--- config.mk ---
export PLATFORM = sky130hd
export DESIGN_NAME = dff_pipe_sr
export DESIGN_NICKNAME = d
export VERILOG_FILES = /design/src/rtl/dff_pipe_sr.sv
export SDC_FILE = /design/constraint.sdc
export NUM_CORES = 1
export LEC_CHECK = 0
export CAP_MARGIN = 25
export CORE_MARGIN = 1.5
export CORE_UTILIZATION = 38
export CTS_CLUSTER_SIZE = 28
export DETAILED_ROUTE_END_ITERATION = 7
export GPL_TIMING_DRIVEN = 0
export PLACE_DENSITY = 0.72
export SETUP_SLACK_MARGIN = 0.1
export SLEW_MARGIN = 20
export SYNTH_ARGS = -nofsm -noshare
export SYNTH_HDL_FRONTEND = slang
export SYNTH_SLANG_ARGS = --single-unit
--- constraint.sdc ---
create_clock -name clk -period 1.9 [get_ports clk]
set_input_delay 0.57 -clock clk [delete_from_list [all_inputs] [get_ports clk]]
set_output_delay 0.57 -clock clk [all_outputs]
set_load 0.005 [all_outputs]
--- src/rtl/dff_pipe_sr.sv ---
// dff_pipe_sr: WIDTH-bit, DEPTH-stage retiming pipeline with load enable,
// per-stage valid tracking and a synchronous set override.
// Priority on every rising edge: reset, then set, then shift, then hold.
// All outputs come straight from registers, so there is no combinational
// path from any input to any output.

module dff_pipe_sr #(
    parameter int unsigned           WIDTH     = 8,
    parameter int unsigned           DEPTH     = 2,
    parameter logic [WIDTH-1:0]      RESET_VAL = '0,
    parameter logic [WIDTH-1:0]      SET_VAL   = '1
) (
    input  logic             clk,
    input  logic             resetb,
    input  logic             setb,
    input  logic             en,
    input  logic [WIDTH-1:0] d,
    input  logic             d_valid,
    output logic [WIDTH-1:0] q,
    output logic             q_valid,
    output logic             busy
);

    // Stage 0 is the input end; stage DEPTH-1 drives q.
    logic [WIDTH-1:0] data [DEPTH];
    logic [DEPTH-1:0] vld;

    // Pipeline state: reset beats set, set beats shift, otherwise hold.
    always_ff @(posedge clk) begin
        // NOTE: reset is sampled inside the clocked block, so it only acts on
        // an edge; non-blocking assignments let every stage read the value
        // its neighbour held before this edge, which is what makes the shift.
        if (!resetb) begin
            for (int i = 0; i < int'(DEPTH); i++) begin
                data[i] <= RESET_VAL;
            end
            vld <= '0;
        end else if (!setb) begin
            for (int i = 0; i < int'(DEPTH); i++) begin
                data[i] <= SET_VAL;
            end
            vld <= '1;
        end else if (en) begin
            data[0] <= d;
            vld[0]  <= d_valid;
            for (int i = 1; i < int'(DEPTH); i++) begin
                data[i] <= data[i-1];
                vld[i]  <= vld[i-1];
            end
        end
    end

    // Outputs are taken directly from the last stage and the valid register.
    always_comb begin
        q       = data[DEPTH-1];
        q_valid = vld[DEPTH-1];
        busy    = |vld;
    end

endmodule
==> results of run 1 <==
-- cell type report --
cell class                      count  area (um^2)  share of cell area (%)
Sequential cell                    18          522                    44.2
Multi-Input combinational cell     38          263                    22.2
Clock buffer                        3         22.5                    1.91
Timing Repair Buffer               22          226                    19.2
Tap cell                           28         35.0                    2.97
Buffer                             13          113                    9.53
-- worst reg2reg max path, stage by stage, from the launching register on --
cell	delay (ns)
edfxtp_1	0.39
nand2_1	0.07
a21boi_0	0.07
-- path summary, 6_finish.rpt --
kind,slack [ns],endpoint,start,cells past startpoint
worst max-delay path,0.17,busy,vld[0]$_SDFFE_PN0P_,2
worst min-delay path,0.53,vld[0]$_SDFFE_PN0P_,setb,2
worst max register to register,1.12,data[0][15]$_DFFE_PP_,data[0][7]$_DFFE_PP_,2
worst min register to register,0.56,vld[0]$_SDFFE_PN0P_,vld[0]$_SDFFE_PN0P_,2
-- cells in the mapped netlist --
cell / instances / area (um^2)
a21boi_2: 9 / 101
mux2i_1: 2 / 20.0
a21boi_1: 2 / 15.0
buf_6: 2 / 22.5
buf_4: 10 / 75.1
edfxtp_1: 16 / 480
nand2_1: 16 / 60.1
buf_8: 1 / 15.0
a21boi_0: 7 / 52.6
nand3b_1: 1 / 7.51
or2_2: 1 / 6.26
dfxtp_1: 2 / 40.0
-- timing repair --
item                       4_1_cts  5_1_grt
setup endpoints to repair       19        7
buffers inserted                 2        0
gates resized for setup          3        7
-- registers in the layout (all words and copies together) (netlist names) --
| register | flops |
|---|---|
| data | 16 |
| vld | 2 |
-- cell families (layout without fill, tap and decap cells) --
family,after synthesis,after routing,synth area share (%)
AOI/OAI and AO/OA,18,18,18.9
DFF,18,18,58.1
and+or+nand+nor,18,18,8.24
buffers and inverters,13,38,12.6
muxes,2,2,2.23
-- report_power, final --
part | switching, mW | total, mW | internal, mW
clock network | 0.0988 | 0.172 | 0.0734
logic | 0.0506 | 0.143 | 0.0921
registers | 0.0103 | 0.480 | 0.469
-- routing by layer --
metal | up-vias | share of wire, % | global-route usage, %
li1 | 285 | - | -
met1 | 243 | 45 | 14.7
met2 | 21 | 46 | 17.7
met3 | 0 | 8.7 | 3.16
met4 | 0 | 0 | 6.58
met5 | - | 0 | 0
-- metrics by stage --
step	utilization [%]	cell area (um^2)	worst slack, ns	std cells
finish	53.4	1180	0.169	122
global route	53.4	1180	0.105	122
CTS	52.7	1160	0.103	122
detailed placement	51.1	1130	-0.490	117
global placement	51.1	1130	-0.444	117
floorplan	-	896	0.191	69
==> run_results.csv, run 1 <==
group,metric,value,unit
clocking,path_clk_slew,0.09,ns
clocking,clk-insertion-delay-late,0.27,ns
setup_path,critical-path-top-delay-family,"flip-flops",
setup_path,worst_path_max_delay_cell,"dfxtp_2",
place,dp_hpwl,899,um
detailed_routing,drtPass1Iterations,3,
setup_path,slowest_delay,0.33,ns
clocking,h-tree-depth,1,
setup_path,worstPathCellList,"or2_2, dlygate4sd2_1",
clocking,numCtsBuffers,3,
sta,fin_hold_ws,0.530,ns
die,core_area,2210,um^2
setup_path,worstPathRequired,1.33,ns
layout,drive_above_1_share,30.9,%
power,p_per_area,673,nW/um^2
detailed_routing,first_iter_violations,5,
setup_path,worstPathMaxFanout,3,
detailed_routing,via_count,549,
setup_path,timing.critical_path.buf_inv,1,
detailed_routing,vias_per_cell,4.50,
setup_path,cp.arrival,1.16,ns
grt,grt_pass1_wl,2240,um
clocking,tritoncts,"done",
power,vdd_drop_max,0.000339,V
clocking,clock_path_buffers,2,
die,die_area,2660,um^2
sta,rsz0062_at_grt,"false",
grt,grt_max_degree,11,
clocking,hold_buffers,0,
sta,hold_viol_final,0,
grt,track_usage,11.6,%
sta,fin_setup_tns,0,ns
sta,finalCritPeriodShare,91.1,%
setup_path,endpoint_kind,"output pin",
die,rows,17,
layout,nFillCells,210,
clocking,clock_sinks,18,
sta,max_freq,578,MHz
grt,grt_overflow,0,
logic_synthesis,ys_warn_count,0,
outcome,status,"finished clean",
detailed_routing,drc_errors,0,
grt,antenna_found_initial,0,
sta,skew,0.00193,ns
power,p_leak,0.542,nW
clocking,root_buffer,"clkbuf_4",
detailed_routing,drtAntennaViolNets,0,
die,ios,23,
job,cap_violations,0,
die,die_w,51.6,um
logic_synthesis,synth_seq_cells,18,
sta,tightest_slew,0.298,ns
layout,area_growth,31.8,%
detailed_routing,wl_per_cell,10.1,um
power,power,0.794,mW
logic_synthesis,syn_nets,82,
die,initial_utilization,40.5,%
sta,slew_headroom,80.1,%
sta,drv_slew,0,
logic_synthesis,synth_area,896,um^2
die,die_h,51.6,um
sta,setup_viol,0,
place,portBuffers,20,
sta,period_minus_slack,1.73,ns
layout,n_antenna_cell,0,
logic_synthesis,yosysSeqAreaShare,58.1,%
layout,mostFrequentLayoutCells,"nand2_1 (16), edfxtp_1 (16), buf_4 (12), clkdlybuf4s50_1 (11), a21boi_2 (9)",
setup_path,startpoint_type,"flip-flop",
grt,grt_pass1_vias,515,
min_path,min_path_type,"in2reg",
logic_synthesis,synth_cell_type_count,12,
logic_synthesis,syn_inst,69,
logic_synthesis,syn_avg_cell_area,13.0,um^2
detailed_routing,routed_wl,1230,um
setup_path,path_class,"reg2out",
layout,nets,109,
place,finalWeightedCongestion,0.682,
No activity file was read; power rests on OpenSTA's default activity.
==> run 2: changes to the inputs <==
--- a/config.mk
+++ b/config.mk
@@ -6,6 +6,7 @@
 export NUM_CORES = 1
 export LEC_CHECK = 0
 export CAP_MARGIN = 25
+export CORE_ASPECT_RATIO = 1.75
 export CORE_MARGIN = 1.5
 export CORE_UTILIZATION = 38
 export CTS_CLUSTER_SIZE = 28
==> run 2 against run 1 <==
  * Sequential cell count unchanged
  * Via count up 2.2%
  * Die area up 0.43%
  * Sequential share of layout area down 0.38 points
  * Hold slack better by 0.027 ns
  * Global-route usage down 0.24 points
  * Fmax down 0.27%
  * Power up 13%
  * Wire length up 1.7%
  * Combinational power up 4%
  * Utilization down 1.1 points
  * First-iteration DRC count down 80%
  * Critical path type unchanged
  * Largest cell class unchanged
  * Highest routed layer unchanged
==> run_results.csv, run 2 (synthesis results as in run 1) <==
group,metric,value,unit
setup_path,worstPathMaxFanout,1,
power,vdd_drop_max,0.000412,V
grt,antenna_found_initial,0,
sta,hold_viol_final,0,
clocking,root_buffer,"clkbuf_8",
sta,slew_headroom,79.7,%
clocking,clock_sinks,18,
power,p_per_area,753,nW/um^2
layout,final_util,52.3,%
min_path,min-delay-start,"vld[1]$_SDFFE_PN0P_",
setup_path,slowest_delay,0.43,ns
outcome,status,"finished clean",
place,portBuffers,20,
detailed_routing,first_iter_violations,1,
die,rows,23,
detailed_routing,wl_per_cell,10.5,um
place,dp_hpwl,956,um
sta,tightest_slew,0.303,ns
setup_path,worst_path_max_delay_cell,"clkdlybuf4s50_1",
layout,final_cells,120,
sta,fin_hold_ws,0.557,ns
die,die_w,39.7,um
die,die_h,67.2,um
sta,fin_ws,0.165,ns
layout,area_growth,32.7,%
die,core_area,2270,um^2
setup_path,worstPathCellList,"buf_4, clkdlybuf4s50_1",
detailed_routing,drtAntennaViolNets,0,
layout,reg_top3,"data: 16 flops, vld: 2 flops",
detailed_routing,via_count,561,
setup_path,worstReg2RegStart,"data[0][1]$_DFFE_PP_",
sta,drv_slew,0,
setup_path,endpoint_kind,"output pin",
setup_path,cp.arrival,1.17,ns
detailed_routing,routed_wl,1260,um
die,initial_utilization,39.4,%
sta,period_minus_slack,1.74,ns
setup_path,cp-startpoint,"data[0][15]$_DFFE_PP_",
layout,n_antenna_cell,0,
grt,grt_pass1_wl,2130,um
grt,grt_max_degree,11,
place,pre_cts_slack,-0.525,ns
clocking,h-tree-depth,1,
detailed_routing,drc_errors,0,
sta,max_freq,576,MHz
grt,grt_overflow,0,
layout,mostFrequentLayoutCells,"clkdlybuf4s50_1 (18), nand2_1 (16), edfxtp_1 (16), buf_4 (12), a21boi_2 (9)",
min_path,min_path_type,"reg2reg",
place,finalWeightedCongestion,0.689,
sta,skew,0.00382,ns
die,die_area,2670,um^2
layout,largest_register_ffs,16,
clocking,numCtsBuffers,3,
sta,finalCritPeriodShare,91.3,%
detailed_routing,vias_per_cell,4.68,
clocking,path_clk_slew,0.07,ns
detailed_routing,drtPass1Iterations,2,
setup_path,worstPathRequired,1.33,ns
clocking,clk-insertion-delay-late,0.25,ns
setup_path,startpoint_type,"flip-flop",
job,cap_violations,0,
power,power,0.895,mW
sta,setup_viol,0,
layout,nets,109,
setup_path,path_class,"reg2out",
grt,grt_pass1_vias,531,
sta,rsz0062_at_grt,"false",
layout,drive_above_1_share,29.5,%
die,ios,23,
grt,track_usage,11.3,%
clocking,hold_buffers,0,
clocking,tritoncts,"done",
power,p_leak,0.483,nW
clocking,clock_path_buffers,2,
place,place_inst,114,
layout,regMostFlops,"data",
layout,mostFrequentLayoutCell,"clkdlybuf4s50_1",
setup_path,reg2reg_slack,1.14,ns
## run 2: cell count changes in the layout (fill, tap and decap cells not counted), sizes merged
| cell | previous run | this run |
|---|---|---|
| clkbuf | 3 | 4 |
| dlygate4sd2 | 3 | 1 |
| clkdlybuf4s50 | 11 | 18 |
| dlymetal6s2s | 6 | 1 |
## run 2: power by group
group / total, mW / internal, mW / leakage (nW) / switching [mW]
clock network: 0.267 / 0.149 / 0.0228 / 0.118
registers: 0.479 / 0.470 / 0.193 / 0.00978
logic: 0.149 / 0.0975 / 0.268 / 0.0513
total: 0.895 / 0.716 / 0.483 / 0.180
## run 2: final timing paths
| kind | to | cells after the start |
|---|---|---|
| worst min register to register | vld[1]$_SDFFE_PN0P_ | 2 |
| worst max register to register | data[0][9]$_DFFE_PP_ | 2 |
| worst min-delay path | vld[1]$_SDFFE_PN0P_ | 2 |
| worst max-delay path | q[7] | 2 |
## run 2: final cells by class
type                    instances  area, um^2
repair buffers                 22         216
multi-input cells              38         263
fillers                       222        1080
plain buffers                  13         113
flip-flops and latches         18         520
well taps                      25        31.3
clock buffers                   4        45.0
## run 2: worst max-delay path, delay by kind of cell, from the launching register on
kind                   cells  cell delay (ns)
buffers and inverters      2             0.56
DFF                        1             0.36
## run 2: layer usage
metal / track usage, % / vias to the layer above / share of wire [%]
li1: - / 283 / -
met1: 11.4 / 258 / 38
met2: 21.5 / 20 / 57
met3: 1.97 / 0 / 4.5
met4: 3.88 / 0 / 0
met5: 0 / - / 0
## run 2: what timing repair did
action,CTS,global route
endpoints found under the setup margin,17,1
setup buffers,2,0
gates resized for setup,1,1
## run 2: metrics by stage
stage	cell area (um^2)	setup TNS (ns)
floorplan	896	0
global placement	1130	-7.36
detailed placement	1130	-8.39
CTS	1190	0
global route	1190	0
finish	1190	0
==> run 3: changes to the inputs <==
--- a/config.mk
+++ b/config.mk
@@ -9,6 +9,7 @@
 export CORE_ASPECT_RATIO = 1.75
 export CORE_MARGIN = 1.5
 export CORE_UTILIZATION = 38
+export CTS_CLUSTER_DIAMETER = 50
 export CTS_CLUSTER_SIZE = 28
 export DETAILED_ROUTE_END_ITERATION = 7
 export GPL_TIMING_DRIVEN = 0
==> results of run 3 <==
No change in the layout: final DEF, timing and power equal those of run 2.
